**config.mk**
```make
export PLATFORM = sky130hd
export DESIGN_NAME = mul_arbiter_flat
export DESIGN_NICKNAME = d
export VERILOG_FILES = /design/src/rtl/mul_arbiter_if.sv /design/src/rtl/mul_arbiter.sv /design/src/flat_wrapper.sv
export SDC_FILE = /design/constraint.sdc
export NUM_CORES = 1
export LEC_CHECK = 0
export CAP_MARGIN = 20
export CORE_UTILIZATION = 51
export CTS_CLUSTER_DIAMETER = 80
export DETAILED_ROUTE_END_ITERATION = 8
export GPL_TIMING_DRIVEN = 1
export PLACE_DENSITY = 0.79
export REMOVE_ABC_BUFFERS = 1
export SLEW_MARGIN = 10
export SYNTH_ARGS = -nofsm -noshare
export SYNTH_HDL_FRONTEND = slang
export SYNTH_SLANG_ARGS = --single-unit
```
**constraint.sdc**
```tcl
create_clock -name clk -period 3.3 [get_ports clk]
set_input_delay 0.33 -clock clk [delete_from_list [all_inputs] [get_ports clk]]
set_output_delay 0.33 -clock clk [all_outputs]
set_load 0.02 [all_outputs]
```
**src/rtl/mul_arbiter_if.sv**
```systemverilog
// Handshake and result bundle between two requesters and the shared multiplier arbiter.
// The slave modport is the arbiter side; the master modport is the requester side.
interface mul_arbiter_if;
  logic       req0;
  logic [3:0] m0;
  logic [3:0] q0;
  logic       gnt0;
  logic       vld0;
  logic [7:0] p0;
  logic       req1;
  logic [3:0] m1;
  logic [3:0] q1;
  logic       gnt1;
  logic       vld1;
  logic [7:0] p1;
  logic       busy;

  modport slave (
    input  req0, m0, q0, req1, m1, q1,
    output gnt0, vld0, p0, gnt1, vld1, p1, busy
  );

  modport master (
    output req0, m0, q0, req1, m1, q1,
    input  gnt0, vld0, p0, gnt1, vld1, p1, busy
  );
endinterface

```
**src/rtl/mul_arbiter.sv**
```systemverilog
// Two requesters time-share one 4x4 shift-add multiplier under round-robin arbitration.
// One product every 6 cycles: grant edge, 4 accumulate edges, then a DONE cycle.
//
// state | meaning
// IDLE  | arbitrate between req0/req1 at every edge
// CALC  | one shift-add step per edge, 4 steps total
// DONE  | result pulse cycle, returns to IDLE unconditionally
module mul_arbiter (
  input  logic         clk,
  input  logic         rst_n,
  mul_arbiter_if.slave bus
);

  typedef enum logic [1:0] {
    IDLE = 2'd0,
    CALC = 2'd1,
    DONE = 2'd2
  } state_e;

  state_e     state_q, state_d;
  logic       last_q, last_d;
  logic       owner_q, owner_d;
  logic [3:0] m_reg_q, m_reg_d;
  logic [3:0] q_reg_q, q_reg_d;
  logic [7:0] acc_q, acc_d;
  logic [1:0] cnt_q, cnt_d;
  logic       gnt0_q, gnt0_d;
  logic       gnt1_q, gnt1_d;
  logic       vld0_q, vld0_d;
  logic       vld1_q, vld1_d;
  logic [7:0] p0_q, p0_d;
  logic [7:0] p1_q, p1_d;

  logic       any_req;
  logic       pick;
  logic [7:0] partial;
  logic [7:0] acc_sum;

  // last_q = 1 means requester 1 was granted last, so requester 0 wins a tie.
  always_ff @(posedge clk or negedge rst_n) begin
    if (!rst_n) begin
      state_q <= IDLE;
      last_q  <= 1'b1;
      owner_q <= 1'b0;
      m_reg_q <= 4'h0;
      q_reg_q <= 4'h0;
      acc_q   <= 8'h00;
      cnt_q   <= 2'd0;
      gnt0_q  <= 1'b0;
      gnt1_q  <= 1'b0;
      vld0_q  <= 1'b0;
      vld1_q  <= 1'b0;
      p0_q    <= 8'h00;
      p1_q    <= 8'h00;
    end else begin
      state_q <= state_d;
      last_q  <= last_d;
      owner_q <= owner_d;
      m_reg_q <= m_reg_d;
      q_reg_q <= q_reg_d;
      acc_q   <= acc_d;
      cnt_q   <= cnt_d;
      gnt0_q  <= gnt0_d;
      gnt1_q  <= gnt1_d;
      vld0_q  <= vld0_d;
      vld1_q  <= vld1_d;
      p0_q    <= p0_d;
      p1_q    <= p1_d;
    end
  end

  assign any_req = bus.req0 | bus.req1;
  assign pick    = (bus.req0 & bus.req1) ? ~last_q : bus.req1;

  always_comb begin
    state_d = state_q;
    case (state_q)
      IDLE:    if (any_req) state_d = CALC;
      CALC:    if (cnt_q == 2'd3) state_d = DONE;
      DONE:    state_d = IDLE;
      default: state_d = IDLE;
    endcase
  end

  // Datapath and registered pulses; the final CALC edge loads p with the completed sum.
  always_comb begin
    last_d  = last_q;
    owner_d = owner_q;
    m_reg_d = m_reg_q;
    q_reg_d = q_reg_q;
    acc_d   = acc_q;
    cnt_d   = cnt_q;
    gnt0_d  = 1'b0;
    gnt1_d  = 1'b0;
    vld0_d  = 1'b0;
    vld1_d  = 1'b0;
    p0_d    = p0_q;
    p1_d    = p1_q;

    partial = q_reg_q[cnt_q] ? (8'(m_reg_q) << cnt_q) : 8'h00;
    acc_sum = acc_q + partial;

    case (state_q)
      IDLE: begin
        if (any_req) begin
          owner_d = pick;
          last_d  = pick;
          m_reg_d = pick ? bus.m1 : bus.m0;
          q_reg_d = pick ? bus.q1 : bus.q0;
          acc_d   = 8'h00;
          cnt_d   = 2'd0;
          gnt0_d  = ~pick;
          gnt1_d  = pick;
        end
      end
      CALC: begin
        acc_d = acc_sum;
        cnt_d = cnt_q + 2'd1;
        if (cnt_q == 2'd3) begin
          if (owner_q) begin
            p1_d   = acc_sum;
            vld1_d = 1'b1;
          end else begin
            p0_d   = acc_sum;
            vld0_d = 1'b1;
          end
        end
      end
      default: ;
    endcase
  end

  always_comb begin
    bus.busy = (state_q != IDLE);
    bus.gnt0 = gnt0_q;
    bus.gnt1 = gnt1_q;
    bus.vld0 = vld0_q;
    bus.vld1 = vld1_q;
    bus.p0   = p0_q;
    bus.p1   = p1_q;
  end

endmodule

```
**src/flat_wrapper.sv**
```systemverilog
// flat-port wrapper written by rule: the top's interface ports become plain ports
module mul_arbiter_flat 
  (clk, rst_n, bus_req0, bus_m0, bus_q0, bus_req1, bus_m1, bus_q1, bus_gnt0, bus_vld0, bus_p0, bus_gnt1, bus_vld1, bus_p1, bus_busy);
  mul_arbiter_if bus_i ();
  input  logic clk;
  input  logic rst_n;
  input wire logic [$bits(bus_i.req0)-1:0] bus_req0;
  input wire logic [$bits(bus_i.m0)-1:0] bus_m0;
  input wire logic [$bits(bus_i.q0)-1:0] bus_q0;
  input wire logic [$bits(bus_i.req1)-1:0] bus_req1;
  input wire logic [$bits(bus_i.m1)-1:0] bus_m1;
  input wire logic [$bits(bus_i.q1)-1:0] bus_q1;
  output wire logic [$bits(bus_i.gnt0)-1:0] bus_gnt0;
  output wire logic [$bits(bus_i.vld0)-1:0] bus_vld0;
  output wire logic [$bits(bus_i.p0)-1:0] bus_p0;
  output wire logic [$bits(bus_i.gnt1)-1:0] bus_gnt1;
  output wire logic [$bits(bus_i.vld1)-1:0] bus_vld1;
  output wire logic [$bits(bus_i.p1)-1:0] bus_p1;
  output wire logic [$bits(bus_i.busy)-1:0] bus_busy;
  assign bus_i.req0 = bus_req0;
  assign bus_i.m0 = bus_m0;
  assign bus_i.q0 = bus_q0;
  assign bus_i.req1 = bus_req1;
  assign bus_i.m1 = bus_m1;
  assign bus_i.q1 = bus_q1;
  assign bus_gnt0 = bus_i.gnt0;
  assign bus_vld0 = bus_i.vld0;
  assign bus_p0 = bus_i.p0;
  assign bus_gnt1 = bus_i.gnt1;
  assign bus_vld1 = bus_i.vld1;
  assign bus_p1 = bus_i.p1;
  assign bus_busy = bus_i.busy;
  mul_arbiter u_core (.clk(clk), .rst_n(rst_n), .bus(bus_i));
endmodule
```
==> impl_metrics.json, run 1 <==
{
  "status": "complete, no violations",
  "layout.cells.non_filler": 293,
  "numCtsBuffers": 5,
  "netlist_instances": 205,
  "fp.dieW_um": 66.2,
  "drc": 0,
  "dr.pass1.iters": 4,
  "path_cells": "mux4_2 -> o211a_1 -> ha_1 -> o21ai_0 -> a2111oi_0 -> a211oi_1 -> o21ai_0",
  "skew_ps": 4.57,
  "path_buf_inv": 0,
  "setup_tns_ps": 0,
  "vias_per_cell": 5.62,
  "hold_ws_ps": 151,
  "dp_cells": 285,
  "gp_congestion": 0.881,
  "peakVddDrop_mv": 0.581,
  "synth_seq_cells": 42,
  "cpLargestDelayFamily": "compound AO/OA/AOI/OAI gates",
  "synthArstFlopShare_pct": 100,
  "dieArea_sq_mm": 0.00438,
  "wl_per_cell_um": 13.8,
  "leakagePower_uw": 0.00123,
  "drive_above_1_share_pct": 7.35,
  "critPathKind": "reg2reg",
  "synth.avg_cell_area_sq_um": 10.2,
  "fin_crit_sh_pct": 81.6,
  "syn_to_final_growth_pct": 25.2,
  "synth_area_sq_mm": 0.00210,
  "postCtsSetupBuffers": 0,
  "io_buffers": 40,
  "grt_max_degree": 43,
  "max_stage_delay_ps": 590,
  "cp-start-kind": "flop",
  "cp_common_cell": "o21ai_0",
  "holdBufCountCts": 0,
  "slew_headroom_pct": 39.8,
  "hold_viol_final": 0,
  "worstMarginPinSlew_ps": 903,
  "finalSetupViolCount": 0,
  "mostFrequentLayoutCells": "dfrtp_1, clkdlybuf4s50_1, nand2_1",
  "multi_input_area_sq_um": 977,
  "arrival_ps": 2850,
  "ys_types": 42,
  "fmax_mhz": 372,
  "register_area_sq_mm": 0.00105,
  "grt_use_total_pct": 21.5,
  "grt_pass1_wl_mm": 6.86,
  "grt_pass1_vias": 1500,
  "cp.depth": 7,
  "max-cap-violations": 0,
  "finalMaxSlewViolations": 0,
  "gr-total-overflow": 0,
  "rsz0062_at_grt": "false",
  "h-tree-depth": 2,
  "core_area_sq_mm": 0.00380,
  "worstSkewPairLatency_ps": 300,
  "slowest_stage": "dfrtp_1",
  "period_minus_slack_ps": 2690,
  "wirelength_mm": 4.03,
  "synth_enable_flop_cells": 0,
  "cellPowerDensity_mw_per_mm2": 999,
  "critPathRequiredTime_ps": 3450,
  "hold_path_class": "in2async",
  "cts_resized": 0,
  "reg2regPathDepth": 7,
  "cts_tree": "yes",
  "nFillCells": 318,
  "vias": 1646,
  "cts_buffer_depth": 2,
  "antenna_found_initial": 0,
  "clock_sinks": 42,
  "crit_path_end_kind": "flop",
  "synth_ff_type": "dfrtp_1",
  "row_count": 22,
  "r2r_slack_ps": 610,
  "start_util_pct": 55.3,
  "synth_warnings": 0,
  "drtIter0Drc": 59,
  "diodes": 0,
  "yosysSeqAreaShare_pct": 50.1,
  "cp_max_fo": 16,
  "path_clk_slew_ps": 70,
  "die_h_um": 66.2,
  "drtAntennaViolNets": 0,
  "hpwlAfterDp_mm": 2.93,
  "final_common_cell": "dfrtp_1",
  "io_pins": 41,
  "nNetsFinal": 273,
  "root_buffer": "clkbuf_8"
}
## metal layers
| layer | global-route usage (%) | up-vias | part of all wire (%) |
|---|---|---|---|
| li1 | - | 809 | - |
| met1 | 29.4 | 794 | 47 |
| met2 | 32.7 | 35 | 48 |
| met3 | 4.14 | 8 | 3.2 |
| met4 | 10.4 | 0 | 1.8 |
| met5 | 0 | - | 0 |
## cell type report
class,count,area share [%]
Clock inverter,1,1.14
Inverter,8,1.14
Multi-Input combinational cell,146,37.2
Sequential cell,42,40.0
Tap cell,48,2.28
Timing Repair Buffer,41,15.3
Clock buffer,7,2.90
## cells in the mapped netlist, drive strengths merged (2+ instances only)
master,n,share of area (%)
o31ai,2,0.71
a21oi,5,1.2
a21boi,2,0.72
dfrtp,41,49
buf,5,1.2
and2,5,1.5
nand3b,4,1.4
mux2,5,2.7
mux2i,2,0.95
ha,8,4.8
o21ai,24,5.7
inv,8,1.4
a21o,12,4.3
nand2,25,4.5
a22o,7,2.9
nand3,15,3.6
xnor2,2,0.83
clkbuf,4,0.71
a211oi,2,0.71
nand2b,3,0.89
nor2,5,0.89
## metrics by stage
| step | util, % | worst slack [ps] | power, uW | cell area [sq um] |
|---|---|---|---|---|
| 2_1_floorplan | - | 825 | 1790 | 2060 |
| 3_3_place_gp | 66.4 | 695 | 2220 | 2520 |
| 5_1_grt | 69.2 | 463 | 2840 | 2630 |
| 3_5_place_dp | 66.4 | 633 | 2250 | 2520 |
| 4_1_cts | 69.2 | 608 | 2650 | 2630 |
| 6_report | 69.2 | 608 | 2630 | 2630 |
## sequential cells by signal (all words and copies together), names as in the netlist, 2 cells and up
| signal | cells |
|---|---|
| u_core.acc_q | 8 |
| u_core.bus.p0 | 8 |
| u_core.bus.p1 | 8 |
| u_core.cnt_q | 2 |
| u_core.m_reg_q | 4 |
| u_core.q_reg_q | 4 |
| u_core.state_q | 2 |
## cells by family (layout without fill, tap and decap cells)
group                    after synthesis  in the layout  synth area share (%)
AO/OA/AOI/OAI                         62             62                  19.5
XOR/XNOR                               3              3                  1.25
adder cells (fa/ha/maj)                9              9                  5.72
buffers and inverters                 17             57                  3.34
flip-flops                            42             42                  50.1
multiplexers                           8              8                  4.71
AND/OR/NAND/NOR                       64             64                  15.4
## worst reg2reg max path, delay by kind of cell (launching register included)
| kind | cells | cell delay [ps] |
|---|---|---|
| flops | 1 | 590 |
| mux | 1 | 570 |
| compound gates | 5 | 1030 |
| fa+ha+maj | 1 | 350 |
## worst paths after layout
| kind | start | end |
|---|---|---|
| max in group asynchronous | rst_n | u_core.bus.p0[7]$_DFFE_PN0P_ |
| min reg2reg | u_core.bus.p1[7]$_DFFE_PN0P_ | u_core.bus.p1[7]$_DFFE_PN0P_ |
| max | u_core.cnt_q[0]$_DFFE_PN0P_ | u_core.acc_q[6]$_DFFE_PN0P_ |
| max reg2reg | u_core.cnt_q[0]$_DFFE_PN0P_ | u_core.acc_q[6]$_DFFE_PN0P_ |
| min in group clk | u_core.bus.p1[7]$_DFFE_PN0P_ | u_core.bus.p1[7]$_DFFE_PN0P_ |
| min | rst_n | u_core.bus.p1[1]$_DFFE_PN0P_ |
## report_power, final
group / total [uW] / internal, uW / switching, uW
sequential: 920 / 747 / 174
clock: 395 / 226 / 169
combinational: 1310 / 613 / 698
No activity file was read; power rests on OpenSTA's default activity.
==> run 2: changes to the inputs <==
--- a/config.mk
+++ b/config.mk
@@ -6,11 +6,11 @@
 export NUM_CORES = 1
 export LEC_CHECK = 0
 export CAP_MARGIN = 20
-export CORE_UTILIZATION = 51
+export CORE_UTILIZATION = 46
 export CTS_CLUSTER_DIAMETER = 80
 export DETAILED_ROUTE_END_ITERATION = 8
 export GPL_TIMING_DRIVEN = 1
-export PLACE_DENSITY = 0.79
+export PLACE_DENSITY = 0.75
 export REMOVE_ABC_BUFFERS = 1
 export SLEW_MARGIN = 10
 export SYNTH_ARGS = -nofsm -noshare
==> constraint.sdc (replaced) <==
create_clock -name clk -period 2.3 [get_ports clk]
set_input_delay 0.23 -clock clk [delete_from_list [all_inputs] [get_ports clk]]
set_output_delay 0.23 -clock clk [all_outputs]
set_load 0.02 [all_outputs]
==> impl_metrics.json, run 2 (synthesis results as in run 1) <==
{
  "p_int_uw": 2900,
  "start_util_pct": 47.9,
  "cts_tree": "yes",
  "slowest_stage": "dfrtp_1",
  "drtAntennaViolNets": 0,
  "violations": "negative setup slack",
  "gr-total-overflow": 0,
  "path_cells": "buf_4 -> nor3_2 -> ha_2 -> inv_1 -> fa_2 -> nand2b_4 -> a21o_1 -> a21boi_1 -> buf_4 -> mux2_2",
  "grt_max_degree": 43,
  "cp-start-kind": "flop",
  "drc": 0,
  "utilization_pct": 68.7,
  "hpwlAfterDp_mm": 3.24,
  "grt_use_total_pct": 19.8,
  "max_stage_delay_ps": 410,
  "syn_to_final_growth_pct": 43.5,
  "hold_path_class": "in2async",
  "fmax_mhz": 430,
  "rsz0062_at_grt": "true",
  "core_area_sq_mm": 0.00438,
  "cpLargestDelayFamily": "adder cells",
  "pwr-share-comb_pct": 57.3,
  "setup_ws_ps": -23.2,
  "critPathRequiredTime_ps": 2480,
  "p_switching_uw": 1770,
  "p_clk_share_pct": 15.3,
  "period_minus_slack_ps": 2320,
  "finalSetupViolCount": 3,
  "cp_common_cell": "buf_4",
  "die_h_um": 69.6,
  "placed_cell_area_sq_mm": 0.00269,
  "grt_pass1_wl_mm": 7.49,
  "dr.pass1.iters": 4,
  "leakagePower_uw": 0.00140,
  "skew_ps": 4.17,
  "clock_sinks": 42,
  "status": "finished, violations left",
  "finalMaxSlewViolations": 0,
  "max-cap-violations": 0,
  "root_buffer": "clkbuf_8",
  "fp.dieW_um": 69.6,
  "setup_tns_ps": -52.3,
  "worstMarginPinSlew_ps": 916,
  "path_buf_inv": 3,
  "grt_pass1_vias": 1663,
  "h-tree-depth": 2,
  "slew_headroom_pct": 38.9,
  "row_count": 24,
  "peakVddDrop_mv": 0.696,
  "gp_congestion": 0.838,
  "swShare_pct": 37.9,
  "vias_per_cell": 5.51,
  "antenna_found_initial": 0,
  "io_buffers": 40,
  "path_clk_slew_ps": 80,
  "worstSkewPairLatency_ps": 290,
  "diodes": 0,
  "nNetsFinal": 299,
  "io_pins": 41,
  "critPathKind": "reg2reg",
  "cellPowerDensity_mw_per_mm2": 1550,
  "mostFrequentLayoutCells": "dfrtp_1, clkdlybuf4s50_1, nand2_1, buf_4, o21ai_0",
  "dieArea_sq_mm": 0.00484,
  "wirelength_mm": 4.68,
  "final_common_cell": "dfrtp_1",
  "p_seq_share_pct": 27.4,
  "drtIter0Drc": 106,
  "cp_max_fo": 10,
  "fin_crit_sh_pct": 101,
  "drive_above_1_share_pct": 24.7,
  "crit_path_end_kind": "flop",
  "arrival_ps": 2510,
  "vias": 1779,
  "hold_viol_final": 0,
  "numCtsBuffers": 5,
  "final_area_sq_mm": 0.00301,
  "cts_buffer_depth": 2,
  "wl_per_cell_um": 14.5
}
==> run 2: changes by cell type in the layout (fill, tap and decap cells not counted), moves of 3 or more <==
cell / change
ha_4: +3
buf_4: +24
ha_1: -5
o21ai_0: -6
o21ai_1: +5
==> run 2: what timing repair did <==
item                                   in CTS  in global routing
hold buffers                                0                  0
endpoints found under the hold margin       0                  0
setup endpoints to repair                  12                 12
resized for setup                           9                 26
setup buffers                               1                  3
pin swaps                                   4                  8
==> run 2: power by group through the flow <==
stage                     registers [uW]  logic, uW  clock network (uW)
after CTS                           1280       2350                 726
after floorplan                     1450       1120                   0
final                               1280       2670                 712
after global placement              1270       2190                   0
after global routing                1320       2900                 760
after detailed placement            1280       2230                   0
==> run 2: per-layer routing <==
layer	GRT usage, %	share of wire (%)	vias to the layer above
met5	0	0	-
met4	9.07	2.2	0
met3	4.22	4.7	10
met2	34.3	50	60
met1	23.5	43	846
li1	-	-	863
==> run 2: final timing paths <==
| check | startpoint | end | slack [ps] | depth (start not counted) |
|---|---|---|---|---|
| max | u_core.cnt_q[0]$_DFFE_PN0P_ | u_core.bus.p1[4]$_DFFE_PN0P_ | -20 | 10 |
| min | rst_n | u_core.state_q[0]$_DFFE_PN0P_ | 70 | 1 |
| max reg2reg | u_core.cnt_q[0]$_DFFE_PN0P_ | u_core.bus.p1[4]$_DFFE_PN0P_ | -20 | 10 |
| min reg2reg | u_core.bus.p1[3]$_DFFE_PN0P_ | u_core.bus.p1[3]$_DFFE_PN0P_ | 480 | 2 |
| max in group asynchronous | rst_n | u_core.acc_q[4]$_DFFE_PN0P_ | 1670 | 1 |
| min in group clk | u_core.bus.p1[3]$_DFFE_PN0P_ | u_core.bus.p1[3]$_DFFE_PN0P_ | 480 | 2 |
==> run 2: cell type report <==
| cell class | instances | area, sq um |
|---|---|---|
| fillers | 355 | 1370 |
| clock buffers | 6 | 82.6 |
| clock inverters | 2 | 60.1 |
| well taps | 52 | 65.1 |
| repair buffers | 67 | 606 |
| inverters | 8 | 30.0 |
| multi-input cells | 146 | 1120 |
| flip-flops and latches | 42 | 1050 |
==> run 2: worst reg2reg max path, cell delays in order, from the launching register on <==
cell	delay, ps
dfrtp_1	410
buf_4	180
nor3_2	180
ha_2	200
inv_1	50
fa_2	340
nand2b_4	160
a21o_1	180
a21boi_1	130
buf_4	140
mux2_2	250
==> run 2: per-stage QoR <==
stage               total power, uW  hold slack (ps)  std cells  setup WS (ps)
floorplan                      2570            -65.6        196           -175
finish                         4660             68.3        323          -23.2
global placement               3460              408        311          -75.4
detailed placement             3510              421        311           -102
CTS                            4350              102        320          -26.1
global route                   4980              149        323          -83.3
==> run 3: changes to the inputs <==
--- a/config.mk
+++ b/config.mk
@@ -6,6 +6,7 @@
 export NUM_CORES = 1
 export LEC_CHECK = 0
 export CAP_MARGIN = 20
+export CORE_MARGIN = 1.5
 export CORE_UTILIZATION = 46
 export CTS_CLUSTER_DIAMETER = 80
 export DETAILED_ROUTE_END_ITERATION = 8
==> impl_metrics.json, run 3 (synthesis results as in run 1) <==
{
  "nNetsFinal": 294,
  "io_buffers": 40,
  "period_minus_slack_ps": 2300,
  "gr-total-overflow": 0,
  "drt-met1-wl_mm": 2.04,
  "grt_max_degree": 43,
  "root_buffer": "clkbuf_8",
  "critPathRequiredTime_ps": 2510,
  "wl_per_cell_um": 14.5,
  "antenna_found_initial": 0,
  "hold_path_class": "in2async",
  "fin_crit_sh_pct": 100,
  "path_clk_slew_ps": 80,
  "diodes": 0,
  "core_area_sq_mm": 0.00438,
  "cp_max_fo": 6,
  "dr.max_layer_used": "met4",
  "grt_pass1_vias": 1704,
  "status": "finished, violations left",
  "rsz0062_at_grt": "true",
  "syn_to_final_growth_pct": 37.5,
  "leakagePower_uw": 0.00135,
  "row_count": 24,
  "die_h_um": 70.6,
  "drc": 0,
  "drive_above_1_share_pct": 20.0,
  "violations": "negative setup slack",
  "wl_met3_um": 165,
  "final_common_cell": "dfrtp_1",
  "wl_met2_mm": 2.35,
  "fmax_mhz": 434,
  "final_area_sq_mm": 0.00289,
  "setup_ws_ps": -4.35,
  "wirelength_mm": 4.61,
  "placed_cell_area_sq_mm": 0.00268,
  "numCtsBuffers": 5,
  "drtAntennaViolNets": 0,
  "worstMarginPinSlew_ps": 901,
  "io_pins": 41,
  "mostFrequentLayoutCells": "dfrtp_1, clkdlybuf4s50_1, nand2_1",
  "skew_ps": 5.77,
  "start_util_pct": 47.9,
  "holdBufCountCts": 0,
  "hold_ws_ps": 56.4,
  "finalMaxSlewViolations": 0,
  "peakVddDrop_mv": 0.727,
  "arrival_ps": 2510,
  "gp_congestion": 0.799,
  "dr.pass1.iters": 4,
  "hpwlAfterDp_mm": 3.24,
  "dieArea_sq_mm": 0.00498,
  "finalSetupViolCount": 3,
  "vias_per_cell": 5.38,
  "grt_use_total_pct": 19.8,
  "h-tree-depth": 2,
  "cts_buffer_depth": 2,
  "vias": 1704,
  "worstSkewPairLatency_ps": 300,
  "max-cap-violations": 0,
  "crit_path_end_kind": "flop",
  "fp.dieW_um": 70.6,
  "slew_headroom_pct": 39.9,
  "cp-start-kind": "flop",
  "cellPowerDensity_mw_per_mm2": 1500,
  "critPathKind": "reg2reg",
  "cts_tree": "yes",
  "nFillCells": 357,
  "clock_sinks": 42,
  "drtIter0Drc": 83,
  "grt_pass1_wl_mm": 7.78,
  "hold_viol_final": 0
}
[run 3: cell type report]
type                    count  area [sq um]  area share, %
repair buffers             62           568           19.7
flip-flops and latches     42          1050           36.5
well taps                  52          65.1           2.25
multi-input cells         146          1060           36.7
clock buffers               6          82.6           2.86
inverters                   8          30.0           1.04
clock inverters             1          30.0           1.04
[run 3: stage by stage]
step | worst slack, ps | instances | util (%) | TNS [ps] | total power (uW)
floorplan | -175 | 196 | - | -762 | 2570
global placement | -53.3 | 309 | 61.1 | -158 | 3440
detailed placement | -103 | 309 | 61.1 | -470 | 3500
CTS | -16.0 | 316 | 64.8 | -33.5 | 4210
global route | -103 | 317 | 65.9 | -833 | 4690
finish | -4.35 | 317 | 65.9 | -10.2 | 4340
[run 3: critical path: stages (launching register included)]
cell	delay [ps]
dfrtp_1	410
mux4_2	540
and2_4	170
ha_4	310
a21oi_1	100
a211o_1	340
and3_4	180
o31ai_1	170
[run 3: metal layers]
layer	track usage, %	up-vias
li1	-	853
met1	25.0	805
met2	34.4	41
met3	4.27	5
met4	5.87	0
met5	0	-
[run 3: worst paths after layout]
check | cells past startpoint | from | slack [ps] | to
max in group asynchronous | 1 | rst_n | 1620 | u_core.cnt_q[1]$_DFFE_PN0P_
worst min register to register | 2 | u_core.bus.p0[7]$_DFFE_PN0P_ | 480 | u_core.bus.p0[7]$_DFFE_PN0P_
worst min-delay path | 1 | rst_n | 60 | u_core.state_q[1]$_DFFE_PN0P_
worst max register to register | 7 | u_core.cnt_q[0]$_DFFE_PN0P_ | -4 | u_core.bus.p1[7]$_DFFE_PN0P_
min in group clk | 2 | u_core.bus.p0[7]$_DFFE_PN0P_ | 480 | u_core.bus.p0[7]$_DFFE_PN0P_
worst max-delay path | 7 | u_core.cnt_q[0]$_DFFE_PN0P_ | -4 | u_core.bus.p1[7]$_DFFE_PN0P_
[run 3: report_power, final]
part           switching [uW]  internal (uW)
logic                    1220           1240
clock network             244            347
registers                 218           1070
[run 3: repair_timing]
| item | 4_1_cts | 5_1_grt |
|---|---|---|
| buffers inserted | 0 | 1 |
| pin swaps | 2 | 5 |
| resized for setup | 11 | 12 |
| hold endpoints to repair | 0 | 0 |
| endpoints found under the setup margin | 10 | 12 |
